--- config.mk ---
export PLATFORM = sky130hd
export DESIGN_NAME = hcp_master
export DESIGN_NICKNAME = d
export VERILOG_FILES = /design/src/rtl/hcp_pkg.sv /design/src/rtl/hcp_clkgen.sv /design/src/rtl/hcp_master.sv
export SDC_FILE = /design/constraint.sdc
export NUM_CORES = 1
export LEC_CHECK = 0
export CAP_MARGIN = 20
export CORE_UTILIZATION = 40
export DETAILED_ROUTE_END_ITERATION = 6
export GPL_TIMING_DRIVEN = 0
export HOLD_SLACK_MARGIN = 0.15
export SLEW_MARGIN = 20
export SYNTH_ARGS = -nofsm -noshare
export SYNTH_HDL_FRONTEND = slang
export SYNTH_SLANG_ARGS = --single-unit
--- constraint.sdc ---
create_clock -name clk -period 2.17 [get_ports clk]
set_input_delay 0.3255 -clock clk [delete_from_list [all_inputs] [get_ports clk]]
set_output_delay 0.3255 -clock clk [all_outputs]
set_load 0.02 [all_outputs]
--- src/rtl/hcp_pkg.sv ---
// Shared constants and types for the HCP bus master.
package hcp_pkg;

   localparam logic [7:0] FRAME_START_UID = 8'h7E;
   localparam logic [7:0] FRAME_START_GID = 8'h3E;
   localparam logic [7:0] FRAME_STOP      = 8'hFE;

   typedef enum logic [3:0] {
      IDLE,
      START_F,
      ADDR,
      ACK1,
      ACK2,
      LOAD,
      DATA,
      DACK,
      STOP_F
   } hcp_state_e;

   typedef enum logic [1:0] {
      STAT_OK         = 2'd0,
      STAT_NACK_ADDR  = 2'd1,
      STAT_SLAVE_BUSY = 2'd2,
      STAT_NACK_DATA  = 2'd3
   } hcp_status_e;

   // States in which the master owns the line and shifts out a frame bit.
   function automatic logic is_drive_state(input hcp_state_e s);
      return (s == START_F) || (s == ADDR) || (s == DATA) || (s == STOP_F);
   endfunction

endpackage

--- src/rtl/hcp_clkgen.sv ---
// Bus clock generator: one slot = CLK_DIV cycles low then CLK_DIV cycles high.
module hcp_clkgen #(
   parameter int CLK_DIV = 4
) (
   input  logic clk,
   input  logic rst_n,
   input  logic run,
   output logic hcp_clk,
   output logic slot_start,
   output logic slot_sample
);

   localparam int DW = (CLK_DIV > 1) ? $clog2(CLK_DIV) : 1;
   localparam logic [DW-1:0] DIV_MAX = DW'(CLK_DIV - 1);

   logic [DW-1:0] div_cnt;
   logic          half;

   // Divider and half-slot phase; parked at the start of a slot while not running.
   always_ff @(posedge clk or negedge rst_n) begin
      if (!rst_n) begin
         div_cnt <= '0;
         half    <= 1'b0;
      end else if (!run) begin
         div_cnt <= '0;
         half    <= 1'b0;
      end else if (div_cnt == DIV_MAX) begin
         div_cnt <= '0;
         half    <= ~half;
      end else begin
         div_cnt <= div_cnt + DW'(1);
      end
   end

   // Gating with run drops the bus clock in the same cycle the master parks.
   assign hcp_clk     = run & half;
   assign slot_start  = run & ~half & (div_cnt == '0);
   assign slot_sample = run &  half & (div_cnt == DIV_MAX);

endmodule

--- src/rtl/hcp_master.sv ---
// HCP bus master: serialises start/address/ACK/payload/stop onto sbda.
module hcp_master
   import hcp_pkg::*;
#(
   parameter int         CLK_DIV    = 4,
   parameter logic [7:0] START_UID  = FRAME_START_UID,
   parameter logic [7:0] START_GID  = FRAME_START_GID,
   parameter logic [7:0] STOP_FRAME = FRAME_STOP
) (
   input  logic       clk,
   input  logic       rst_n,
   input  logic       start,
   input  logic       gid_mode,
   input  logic [7:0] addr,
   input  logic [7:0] tx_data,
   input  logic       tx_valid,
   input  logic       tx_last,
   output logic       tx_ready,
   output logic       busy,
   output logic       done,
   output logic [1:0] status,
   output logic       hcp_clk,
   output logic       sbda_o,
   output logic       sbda_oe,
   input  logic       sbda_i
);

   hcp_state_e  state_q, state_d;
   hcp_status_e status_q, status_d;
   logic [2:0]  bit_cnt_q, bit_cnt_d;
   logic        done_q, done_d;
   logic        line_hold_q;
   logic        accept, take_byte;

   logic [7:0]  addr_q, byte_q;
   logic        gid_q, last_q;

   logic        run, slot_start, slot_sample, drive;
   logic [7:0]  frame_byte;

   // The bus clock only runs while a slot is in progress; LOAD stretches the bus.
   assign run = (state_q != IDLE) && (state_q != LOAD);

   hcp_clkgen #(
      .CLK_DIV (CLK_DIV)
   ) u_clkgen (
      .clk         (clk),
      .rst_n       (rst_n),
      .run         (run),
      .hcp_clk     (hcp_clk),
      .slot_start  (slot_start),
      .slot_sample (slot_sample)
   );

   // Byte currently being shifted out, selected by the frame being sent.
   always_comb begin
      frame_byte = STOP_FRAME;
      case (state_q)
         START_F: frame_byte = gid_q ? START_GID : START_UID;
         ADDR:    frame_byte = addr_q;
         DATA:    frame_byte = byte_q;
         default: frame_byte = STOP_FRAME;
      endcase
   end

   assign drive   = is_drive_state(state_q);
   assign sbda_oe = drive;
   assign sbda_o  = drive ? frame_byte[bit_cnt_q] : line_hold_q;
   assign busy    = (state_q != IDLE);
   assign done    = done_q;
   assign status  = status_q;

   // Next-state, bit counter, status and handshake decisions.
   always_comb begin
      state_d   = state_q;
      bit_cnt_d = bit_cnt_q;
      status_d  = status_q;
      done_d    = 1'b0;
      tx_ready  = 1'b0;
      accept    = 1'b0;
      take_byte = 1'b0;
      case (state_q)
         IDLE: begin
            if (start) begin
               state_d   = START_F;
               bit_cnt_d = 3'd0;
               status_d  = STAT_OK;
               accept    = 1'b1;
            end
         end
         START_F, ADDR, DATA: begin
            if (slot_sample) begin
               bit_cnt_d = bit_cnt_q + 3'd1;
               if (bit_cnt_q == 3'd7) begin
                  case (state_q)
                     START_F: state_d = ADDR;
                     ADDR:    state_d = ACK1;
                     default: state_d = DACK;
                  endcase
               end
            end
         end
         ACK1: begin
            if (slot_sample) begin
               if (sbda_i) begin
                  status_d = STAT_NACK_ADDR;
                  state_d  = STOP_F;
               end else begin
                  state_d  = ACK2;
               end
            end
         end
         ACK2: begin
            if (slot_sample) begin
               if (sbda_i) begin
                  status_d = STAT_SLAVE_BUSY;
                  state_d  = STOP_F;
               end else begin
                  state_d  = LOAD;
               end
            end
         end
         LOAD: begin
            if (tx_valid) begin
               tx_ready  = 1'b1;
               take_byte = 1'b1;
               state_d   = DATA;
            end
         end
         DACK: begin
            if (slot_sample) begin
               if (sbda_i) begin
                  status_d = STAT_NACK_DATA;
                  state_d  = STOP_F;
               end else if (gid_q || last_q) begin
                  state_d  = STOP_F;
               end else begin
                  state_d  = LOAD;
               end
            end
         end
         STOP_F: begin
            if (slot_sample) begin
               bit_cnt_d = bit_cnt_q + 3'd1;
               if (bit_cnt_q == 3'd7) begin
                  state_d = IDLE;
                  done_d  = 1'b1;
               end
            end
         end
         default: state_d = IDLE;
      endcase
   end

   // Control state register.
   always_ff @(posedge clk or negedge rst_n) begin
      if (!rst_n) begin
         state_q     <= IDLE;
         status_q    <= STAT_OK;
         bit_cnt_q   <= 3'd0;
         done_q      <= 1'b0;
         line_hold_q <= 1'b1;
      end else begin
         state_q   <= state_d;
         status_q  <= status_d;
         bit_cnt_q <= bit_cnt_d;
         done_q    <= done_d;
         if (slot_start && drive) begin
            line_hold_q <= frame_byte[bit_cnt_q];
         end
      end
   end

   // Transaction parameters and payload byte, captured at start and handshake.
   always_ff @(posedge clk) begin
      if (accept) begin
         addr_q <= addr;
         gid_q  <= gid_mode;
      end
      if (take_byte) begin
         byte_q <= tx_data;
         last_q <= tx_last;
      end
   end

endmodule

# == Word-level counts from Yosys, hierarchy flattened ==
# Cells that the tools add are included.
# classes
order_cmp,1
n_addsub,2
mux,42
n_eq_ne,25
n_bitwise,5
reduce_logical,16
# op_table
op,count
$mux 4,13
$pmux 4 s7,1
$ne 2x2->1 const B,12
$pmux 8 s3,1
$mux 2,9
$eq 4x3->1 const B,4
$pmux 3 s2,2
$mux 1,11
$reduce_and 9->1,1
$eq 4x2->1 const B,2
$pmux 2 s4,1
$reduce_and 8->1,1
$reduce_bool 4->1,2
$mux 7,1
$mux 3,2
$and 1x1->1,4
$eq 4x1->1 const B,1
$eq 4x4->1 const B,1
$logic_not 4->1,1
$logic_or 1x1->1,4
$lt 3x4->1 const B,1
$ne 2x1->1 const B,2
$ne 4x3->1 const B,1
$reduce_or 4->1,1
11 further kinds,12
# word_totals
register_bits,32
output_inout_bits,8
word_cells,102

# == Longest topological paths before layout ==
# depth
ltp_word,6
mapped_depth,7
depth_no_buf,6

# == Hierarchy ==
# From an unflattened synthesis, not the netlist that was laid out.
# hier_totals
hier_cells,138
area_unflattened_um2,1670.4
# by_module_without_submodules
mod,area_per_inst_um2,seq_area_each_um2,cells_per_inst,instances
hcp_master,1510.2,817.0,124,1
hcp_clkgen,160.2,75.1,14,1

# == Least setup slack after synthesis ==
# OpenSTA, ideal clock, no wires.
# synth_path
path_type,register to output
start,register state_q[0]
end,output sbda_o
arrival_time_ns,1.669
setup_slack_ns,0.175
stages_incl_launch_ff,8
path_buffers,2
required_ns,1.845
path_cell_list,dfrtp_1 buf_6 buf_8 or3b_4 nor3_2 a211oi_1 o32ai_2 mux2_2
# synth_between
elab_chain_len,5
# synth_lines
element,line,rtl
from (decl),hcp_master.sv:28,"hcp_state_e state_q, state_d;"
from (signal assigned),hcp_master.sv:164,state_q <= state_d;
"$eq 4x3->1, or another cell as far along","hcp_pkg.sv:29, hcp_master.sv:58",
$pmux 8 s3 or $logic_or 1x1->1 (tied branches),"hcp_master.sv:58, hcp_pkg.sv:29",
$bmux 1 s3 or $logic_or 1x1->1 (tied branches),"hcp_master.sv:68, hcp_pkg.sv:29",
$mux 1 (not written as such) or $logic_or 1x1->1 (tied branches),"hcp_master.sv:68, hcp_pkg.sv:29",
$mux 1 (*),hcp_master.sv:68,assign sbda_o = drive ? frame_byte[bit_cnt_q] : line_hold_q;
to (decl),hcp_master.sv:23,"output logic sbda_o,"
# Every way passes the cells marked *; elsewhere a longest branch is shown, timed or not. The select of a mux whose other input is x is not followed.

# == Worst setup path after layout ==
# Ends and elaborated chain as after synthesis.

==> impl_metrics.tcl <==
set metrics [dict create \
    status "finished, violations left" \
    violations "setup timing" \
    die_h_um 66.9 \
    cp-end-kind "output port" \
    final.setup.worst_slack_ns -0.234 \
    setup_tns_ns -0.234 \
    rsz0062_at_grt "yes" \
    clkSinkCount 32 \
    period_needed_ns 2.40 \
    cp-startpoint "state_q[0]" \
    nets 211 \
    antenna_found_initial 0 \
    crit_arrival_ns 2.08 \
    synthArstFlopShare 0.438 \
    path_max_fanout 3 \
    clockBufferDepth 2 \
    syn_area_um2 1690 \
    clock.fmax_ghz 0.416 \
    syn_area_per_cell_um2 12.3 \
    drv_cap 0 \
    syn_inst 137 \
    die_x_um 66.9 \
    layout_common_cells "25 x clkdlybuf4s50_1, 18 x edfxtp_1, 13 x dfrtp_1" \
    core_um2 4030 \
    ant_nets 0 \
    cp_data_required_time_ns 1.84 \
    yosysTopAreaCellShare 0.321 \
    gp_congestion 0.791 \
    start_util 0.418 \
    synth.distinct_cells 49 \
    slew_headroom 0.547 \
    crit_path_end "sbda_o" \
    final_util 0.573 \
    grt_pass1_vias 1292 \
    seq_area_um2 892 \
    drt_iter0_drc 65 \
    max-vdd-ir-drop_v 0.000514 \
    yosysWarnings 0 \
    synth-edff-count 18 \
    setup_violations 1 \
    worst_pin_slew_ns 0.678 \
    io_pins 31 \
    worstSkewPairLatency_ns 0.28 \
    netlist_top_cells_area "edfxtp_1 32%, dfrtp_1 19%, mux2_2 3.3%, ha_1 3.0%, mux4_2 2.7%" \
    critical_path_class "register to output port" \
    ys_ff_latch 32 \
    holdBufCountCts 0 \
    min_period_over_period 1.11 \
    reg2reg_slack_ns 0.16 \
    dieArea_um2 4480 \
    gr-usage-all-layers 0.181 \
    p_per_area_nw_per_um2 1310 \
    cts-root-buf "clkbuf_8" \
    drc 0 \
    hpwl_um 2390 \
    synthToLayoutAreaGrowth_pct 37.0 \
    wl_per_cell_um 14.5 \
    slew_viol_final 0 \
    path_clk_slew_ns 0.07 \
    p_leak_uw 0.000940 \
    final_common_cell "clkdlybuf4s50_1" \
    finClkSkew_ns 0.00497 \
    finalHoldViolCount 0 \
    cts_tree "yes" \
    overflow 0 \
    multi_input_area_um2 769 \
    diodes 0 \
    yosysTopAreaCell "edfxtp_1" \
    critPathLaunchType "register" \
    regToRegEndpoint "status[1]" \
    seq_area_frac_synth 0.529 \
    grt_max_degree 15 \
    hp-class "input pin to async pin" \
    via_per_inst 5.26 \
    vias 1230 \
    reg2regPathDepth 8 \
    drive_gt1_frac 0.283 \
    rows 23 \
    r2r-start "state_q[0]" \
    grt_pass1_wl_um 5850 \
    ys.flop_type "edfxtp_1" \
    cts_buffers 5 \
    nFillCells 345 \
    htree_levels 2 \
    port_buffers 30 \
    syn_nets 164 \
    dr.pass1.iters 4 \
    wirelength_um 3400 \
]
-- metrics by stage --
step / setup slack, ns / cells / hold WS, ns / area [µm²] / total power, µW
floorplan: 0.175 / 137 / 0.0299 / 1690 / 1910
global placement: -0.481 / 217 / 0.455 / 2050 / 2260
detailed placement: -0.486 / 217 / 0.464 / 2050 / 2280
CTS: -0.246 / 232 / 0.468 / 2270 / 2980
global route: -0.322 / 234 / 0.496 / 2310 / 3220
finish: -0.234 / 234 / 0.456 / 2310 / 3020
-- registers in the layout, indices dropped and copies added (netlist names) --
name,count
addr_q,8
byte_q,8
state_q,4
bit_cnt_q,3
status,2
u_clkgen.div_cnt,2
done,1
gid_q,1
last_q,1
line_hold_q,1
u_clkgen.half,1
-- kinds of logic after synthesis --
group | Yosys count | synth area share
and+or+nand+nor | 47 | 0.168
DFF | 32 | 0.529
AOI/OAI and AO/OA | 23 | 0.108
buffers and inverters | 15 | 0.0505
muxes | 13 | 0.0995
adders and majority gates | 4 | 0.0297
xor gates and xnor gates | 3 | 0.0156
-- routing by layer --
metal,global-route usage,vias up,wire (µm)
met5,0,-,0
met4,0.0745,0,60
met3,0.0497,8,140
met2,0.316,41,1790
met1,0.205,588,1420
li1,-,593,-
-- power by group --
part / leakage (µW) / internal [µW] / total (µW) / switching, µW
clock: 0.0000410 / 218 / 426 / 208
sequential: 0.000344 / 794 / 869 / 75.6
combinational: 0.000555 / 886 / 1720 / 836
-- area by class of cell --
type / count / area share
Buffer: 8 / 0.0368
Clock buffer: 6 / 0.0314
Clock inverter: 1 / 0.00217
Inverter: 7 / 0.0114
Multi-Input combinational cell: 90 / 0.333
Sequential cell: 32 / 0.386
Tap cell: 50 / 0.0271
Timing Repair Buffer: 40 / 0.172
-- what timing repair did --
item                                   CTS  global route
cloned                                   1             0
buffers inserted                         7             2
gates resized for setup                 27             8
pin swaps                                8             2
setup endpoints to repair                5             7
endpoints found under the hold margin    0             0
-- synthesized netlist by cell type, drive strengths merged, types with 2 or more instances --
cell,number
a21oi,5
a2bb2oi,2
buf,8
dfrtp,13
edfxtp,18
ha,4
inv,7
mux2,7
mux2i,4
mux4,2
nand2,11
nand2b,4
nand3,3
nor2,11
nor2b,2
nor3,5
nor3b,3
nor4b,2
o21ai,4
o31ai,2
or3b,2
xor2,2
-- worst min path at each step --
stage | startpoint | endpoint | slack (ns) | depth (start not counted)
2_1_floorplan | rst_n | bit_cnt_q[0] | 0.03 | 0
3_3_place_gp | u_clkgen.div_cnt[0] | u_clkgen.div_cnt[0] | 0.46 | 1
3_5_place_dp | u_clkgen.div_cnt[0] | u_clkgen.div_cnt[0] | 0.46 | 1
4_1_cts | u_clkgen.div_cnt[0] | u_clkgen.div_cnt[0] | 0.47 | 1
5_1_grt | u_clkgen.div_cnt[0] | u_clkgen.div_cnt[0] | 0.50 | 1
6_report | rst_n | state_q[3] | 0.46 | 1
-- critical path, stage by stage (launching register included) --
cell	delay [ns]
dfrtp_1	0.37
buf_6	0.13
buf_8	0.11
or3b_4	0.40
o31ai_4	0.26
o32ai_4	0.12
mux2_4	0.28
buf_6	0.13
Power figures use the tool's default switching activity.
